<file path="config.mk">
export PLATFORM = sky130hd
export DESIGN_NAME = fir_tdm_mc
export DESIGN_NICKNAME = d
export VERILOG_FILES = /design/src/rtl/fir_tdm_mc.sv
export SDC_FILE = /design/constraint.sdc
export NUM_CORES = 2
export LEC_CHECK = 0
export ABC_AREA = 1
export CAP_MARGIN = 25
export CORE_ASPECT_RATIO = 0.7
export CORE_UTILIZATION = 50
export CTS_BUF_LIST = sky130_fd_sc_hd__clkbuf_4 sky130_fd_sc_hd__clkbuf_8
export CTS_CLUSTER_SIZE = 8
export DETAILED_ROUTE_END_ITERATION = 7
export PLACE_DENSITY = 0.66
export SYNTH_ARGS = -nofsm -noshare
export SYNTH_HDL_FRONTEND = slang
export SYNTH_SLANG_ARGS = --single-unit
</file>
<file path="constraint.sdc">
create_clock -name clk -period 9.7 [get_ports clk]
set_clock_uncertainty 0.1 [all_clocks]
set_input_delay 1.94 -clock clk [delete_from_list [all_inputs] [get_ports clk]]
set_output_delay 1.94 -clock clk [all_outputs]
set_load 0.05 [all_outputs]
</file>
<file path="src/rtl/fir_tdm_mc.sv">
// Multi-channel FIR filter sharing a single multiplier across all channels.
// Each accepted sample set is filtered by CH*TAPS sequential multiply-accumulate
// steps. The result is rounded half-up, shifted and saturated back to DW bits.
// Coefficients are double-buffered: writes go to a shadow bank, and the shadow
// bank is copied to the active bank only when the next sample set starts.
module fir_tdm_mc #(
   parameter int CH    = 2,
   parameter int TAPS  = 21,
   parameter int DW    = 16,
   parameter int CW    = 16,
   parameter int SHIFT = 15
) (
   input  logic                     clk,
   input  logic                     rst,
   input  logic [CH*DW-1:0]         din,
   input  logic                     din_valid,
   input  logic                     bypass,
   input  logic                     coef_we,
   input  logic [$clog2(TAPS)-1:0]  coef_addr,
   input  logic [CW-1:0]            coef_data,
   input  logic                     coef_swap,
   input  logic                     ovr_clr,
   output logic [CH*DW-1:0]         dout,
   output logic                     dout_valid,
   output logic                     busy,
   output logic                     overrun
);

   localparam int TW  = $clog2(TAPS);
   localparam int CHW = (CH > 1) ? $clog2(CH) : 1;
   localparam int PW  = DW + CW;
   localparam int AW  = PW + TW;
   localparam int RSH = (SHIFT > 0) ? SHIFT - 1 : 0;

   localparam logic signed [AW:0] RND  = (SHIFT > 0) ? ((AW+1)'(1) << RSH) : (AW+1)'(0);
   localparam logic signed [AW:0] SMAX = (AW+1)'({1'b0, {(DW-1){1'b1}}});
   localparam logic signed [AW:0] SMIN = ~SMAX;

   typedef enum logic [1:0] {
      S_IDLE = 2'd0,
      S_MAC  = 2'd1,
      S_OUT  = 2'd2
   } state_t;

   state_t                 state_q, state_d;
   logic signed [DW-1:0]   dl_q  [CH][TAPS];
   logic signed [CW-1:0]   shd_q [TAPS];
   logic signed [CW-1:0]   act_q [TAPS];
   logic signed [AW-1:0]   acc_q [CH];
   logic [TW-1:0]          tap_q;
   logic [CHW-1:0]         ch_q;
   logic                   pend_q;
   logic                   ovr_q;
   logic                   dvld_q;
   logic [CH*DW-1:0]       dout_q;

   logic                   accept;
   logic                   start;
   logic                   copy;
   logic                   last_mac;
   logic                   drop;
   logic signed [DW-1:0]   smp_sel;
   logic signed [CW-1:0]   cf_sel;
   logic signed [PW-1:0]   prod;

   // Round half up by adding half an LSB of the output, then arithmetic shift.
   function automatic logic signed [AW:0] rnd_shift(input logic signed [AW-1:0] a);
      logic signed [AW:0] t;
      t = (AW+1)'(a) + RND;
      return t >>> SHIFT;
   endfunction

   // Clamp the shifted accumulator into the DW-bit signed output range.
   function automatic logic signed [DW-1:0] sat(input logic signed [AW:0] v);
      if (v > SMAX) begin
         return DW'(SMAX);
      end else if (v < SMIN) begin
         return DW'(SMIN);
      end
      return DW'(v);
   endfunction

   assign accept   = (state_q == S_IDLE) && din_valid;
   assign start    = accept && !bypass;
   assign copy     = start && pend_q;
   assign drop     = din_valid && (state_q != S_IDLE);
   assign last_mac = (state_q == S_MAC) && (tap_q == TW'(TAPS - 1)) && (ch_q == CHW'(CH - 1));

   assign smp_sel  = dl_q[ch_q][tap_q];
   assign cf_sel   = act_q[tap_q];
   assign prod     = PW'(smp_sel) * PW'(cf_sel);

   assign dout       = dout_q;
   assign dout_valid = dvld_q;
   assign busy       = (state_q != S_IDLE);
   assign overrun    = ovr_q;

   // Sequencer next state: idle until a filtered sample set is accepted, then MAC, then one output cycle.
   always_comb begin
      state_d = state_q;
      case (state_q)
         S_IDLE:  if (start) state_d = S_MAC;
         S_MAC:   if (last_mac) state_d = S_OUT;
         S_OUT:   state_d = S_IDLE;
         default: state_d = S_IDLE;
      endcase
   end

   // Sequencer state register.
   always_ff @(posedge clk or negedge rst) begin
      if (!rst) begin
         state_q <= S_IDLE;
      end else begin
         state_q <= state_d;
      end
   end

   // Per-channel delay lines; tap 0 holds the newest sample, bypassed samples shift in too.
   always_ff @(posedge clk or negedge rst) begin
      if (!rst) begin
         for (int c = 0; c < CH; c++) begin
            for (int k = 0; k < TAPS; k++) begin
               dl_q[c][k] <= '0;
            end
         end
      end else if (accept) begin
         for (int c = 0; c < CH; c++) begin
            dl_q[c][0] <= din[c*DW +: DW];
            for (int k = 1; k < TAPS; k++) begin
               dl_q[c][k] <= dl_q[c][k-1];
            end
         end
      end
   end

   // Shadow bank takes writes at any time; active bank reloads only when a new computation starts.
   always_ff @(posedge clk or negedge rst) begin
      if (!rst) begin
         for (int k = 0; k < TAPS; k++) begin
            shd_q[k] <= '0;
            act_q[k] <= '0;
         end
      end else begin
         if (coef_we && (32'(coef_addr) < TAPS)) begin
            shd_q[coef_addr] <= coef_data;
         end
         if (copy) begin
            for (int k = 0; k < TAPS; k++) begin
               act_q[k] <= shd_q[k];
            end
         end
      end
   end

   // Tap/channel walk: channel 0 taps 0..TAPS-1, then channel 1, and so on.
   always_ff @(posedge clk or negedge rst) begin
      if (!rst) begin
         tap_q <= '0;
         ch_q  <= '0;
      end else if (start) begin
         tap_q <= '0;
         ch_q  <= '0;
      end else if (state_q == S_MAC) begin
         if (tap_q == TW'(TAPS - 1)) begin
            tap_q <= '0;
            ch_q  <= ch_q + 1'b1;
         end else begin
            tap_q <= tap_q + 1'b1;
         end
      end
   end

   // One multiply-accumulate per MAC cycle into the accumulator of the current channel.
   always_ff @(posedge clk or negedge rst) begin
      if (!rst) begin
         for (int c = 0; c < CH; c++) begin
            acc_q[c] <= '0;
         end
      end else if (start) begin
         for (int c = 0; c < CH; c++) begin
            acc_q[c] <= '0;
         end
      end else if (state_q == S_MAC) begin
         acc_q[ch_q] <= acc_q[ch_q] + AW'(prod);
      end
   end

   // Output register: bypassed input or rounded/saturated results, with a one-cycle valid pulse.
   always_ff @(posedge clk or negedge rst) begin
      if (!rst) begin
         dout_q <= '0;
         dvld_q <= 1'b0;
      end else begin
         dvld_q <= 1'b0;
         if (accept && bypass) begin
            dout_q <= din;
            dvld_q <= 1'b1;
         end else if (state_q == S_OUT) begin
            for (int c = 0; c < CH; c++) begin
               dout_q[c*DW +: DW] <= sat(rnd_shift(acc_q[c]));
            end
            dvld_q <= 1'b1;
         end
      end
   end

   // Sticky overrun (a set wins over a clear) and the pending coefficient swap request.
   always_ff @(posedge clk or negedge rst) begin
      if (!rst) begin
         ovr_q  <= 1'b0;
         pend_q <= 1'b0;
      end else begin
         ovr_q  <= drop || (ovr_q && !ovr_clr);
         pend_q <= (pend_q && !copy) || coef_swap;
      end
   end

endmodule
</file>
==> metrics.txt <==
# fillers 13800; fmax 110 MHz; fraction of layout cells with a size suffix above 1 0.0998; routed vias/inst 5.61; first-pass GRT wire length 357000 µm; TritonCTS clock tree built; Worst path slowest cell o21ai_1; clock-pin slew on the worst setup and hold paths 0.07 ns; largest net degree at the start of global routing 229; clock buffer count from CTS 221; number of synthesized flops with an enable pin 0; core area 0.151 mm²; clock tree root driver cell clkbuf_8; Die Height 330 µm; top cells by area, synth dfrtp_1 48%, nand2_1 10%, o21ai_0 10%; CP max stage delay 0.83 ns; RSZ-0062 raised after global routing false; r2r setup slk 0.58 ns; post-route ant nets 0; Reg area 0.0366 mm²; Die Wd 470 µm; Final period util 0.941; DIE AREA 0.155 mm²; CTS Sinks 1461; Post-Syn Area 0.0767 mm²; synthesized instance count 8813; synth cell count leaders 2124 x nand2_1, 1583 x o21ai_0, 1461 x dfrtp_1, 998 x inv_1, 393 x nor2_1; Synth top area share 0.477; Worst-Margin Slew 1.08 ns; DRC violations left 0; area leader, netlist dfrtp_1; Slew Limit Fails 0; Synth cell types 57; routed len/inst 21.0 µm; Tot GR Track Use 0.299; mean area per synthesized cell 8.70 µm²; critical path peak fanout 58; reported max-cap violation count 0; status finished, final reports clean; CP arrival 9.85 ns; final WL 230000 µm; Seq/Total Area, Yosys 0.477; Most common cell on crit path inv_1; Most used DFF post-synth dfrtp_1; final setup violation count 0; I/O Pins 95; count leader, synth nand2_1; row cnt 119; vias in the first global route 59100; post-cts gate resize count 0; Crit. End Element flop; GPL Wtd Cong 0.955; Clock Tree Buf Depth 3; Initial Util 0.507; initial detailed-routing violation count 6867; H-tree depth 4; Nets 9289; CTS hold repair buffers 0; area delta synth->final 9.77%; Worst-Skew Late Latency 0.99 ns; asr flop ratio synth 1.00; drt first pass iters 6; via count 61300; hpwl dp 154000 µm; Post-CTS Setup Bufs 0; GRT overflow 0; Yosys warning count 0; Seq cells post-synth 1461; final hold violation count 0; WP data required 10.43 ns; port bufs 94; max_slew headroom 0.281; Multi-input gate area 0.0339 mm²; Synthesized Nets 9304; Critical Path Start Type flop; fin crit period 9.12 ns; initial antenna violation count 17; Setup CP Type flop to flop; setup_tns 0 ns; worst hold-check path type flop to flop
-- kinds of logic (layout without fill, tap and decap cells) --
| kind of cell | after synthesis | in the layout | share of synthesized area |
|---|---|---|---|
| AOI/OAI and AO/OA | 2155 | 2155 | 0.148 |
| buffers and inverters | 1557 | 1674 | 0.0816 |
| muxes | 239 | 239 | 0.0351 |
| and+or+nand+nor | 2923 | 2923 | 0.151 |
| other | 0 | 2 | 0 |
| xor gates and xnor gates | 47 | 47 | 0.00537 |
| adders and majority gates | 431 | 431 | 0.102 |
| DFF | 1461 | 1461 | 0.477 |
-- cells in the final DEF, fill, tap and decap left out, types with 8 or more instances in the layout --
master	Yosys	routed
buf_12	0	24
o221ai_1	13	13
a22o_1	14	14
xnor2_1	11	11
nor2_1	393	384
nand3_1	307	307
nand3b_1	9	9
inv_1	998	998
inv_2	21	19
mux2_2	236	236
o22ai_1	79	79
clkbuf_8	0	254
and2_1	9	9
o21bai_1	11	11
nand2_1	2124	2111
dfrtp_1	1461	1457
o21ai_0	1583	1582
buf_4	34	171
or2_2	17	17
nand4_1	16	16
nor3_1	26	26
nand2_2	8	20
nor2_2	4	10
fa_1	319	319
clkdlybuf4s50_1	0	93
clkbuf_4	0	78
a22oi_1	9	9
o311ai_0	8	8
a32o_1	10	10
a221oi_1	10	10
xor2_1	36	36
a21oi_1	344	344
a31oi_1	9	9
o211ai_1	16	16
o21ai_1	22	22
ha_1	112	112
-- routing by layer --
layer | wire length [µm] | global-route usage | vias up
met2 | 95100 | 0.417 | 2282
met3 | 20700 | 0.0674 | 346
li1 | - | - | 28300
met1 | 109000 | 0.463 | 30400
met4 | 4800 | 0.0801 | 14
met5 | 104 | 0 | -
-- sequential cells by signal, summed over array words and instances, names as in the netlist, 2 cells and up --
signal,count
dout,32
state_q,2
dl_q,672
tap_q,5
shd_q,336
acc_q,74
act_q,336
-- metrics by stage --
step	instances	hold WS (ns)	worst slack, ns	util	cell area, µm²
floorplan	8813	0.349	2.53	-	76700
finish	10900	0.349	0.577	0.556	84200
CTS	10900	0.355	0.841	0.555	84000
global placement	10600	0.360	0.772	0.526	79500
global route	10900	0.381	0.231	0.556	84200
detailed placement	10600	0.368	0.808	0.526	79600
-- worst max-delay path, delay by kind of cell, from the launching register on --
family,cells,cell delay (ns)
AOI/OAI and AO/OA,7,2.10
xor gates and xnor gates,1,0.21
adders and majority gates,7,3.32
buffers and inverters,10,1.81
DFF,1,0.69
and+or+nand+nor,5,0.72
-- area by class of cell --
type	count	area share
Multi-Input combinational cell	5795	0.403
Inverter	1024	0.0461
Clock buffer	332	0.0485
Timing Repair Buffer	295	0.0342
Sequential cell	1461	0.435
Clock inverter	23	0.00372
Tap cell	1996	0.0297
Antenna cell	2	0.0000595
-- final timing paths --
check / startpoint / end / cells past startpoint
min reg2reg: dl_q[38]$_DFFE_PN0P_ / dl_q[22]$_DFFE_PN0P_ / 2
min in group asynchronous: rst / shd_q[211]$_DFFE_PN0P_ / 1
max reg2reg: tap_q[0]$_DFFE_PN0P_ / acc_q[57]$_DFFE_PN0P_ / 30
max in group asynchronous: rst / acc_q[43]$_DFFE_PN0P_ / 3
min: dl_q[38]$_DFFE_PN0P_ / dl_q[22]$_DFFE_PN0P_ / 2
max: tap_q[0]$_DFFE_PN0P_ / acc_q[57]$_DFFE_PN0P_ / 30
Power is not shown: default switching activity piles up to over one toggle a cycle in this logic, so the estimate is an artifact.
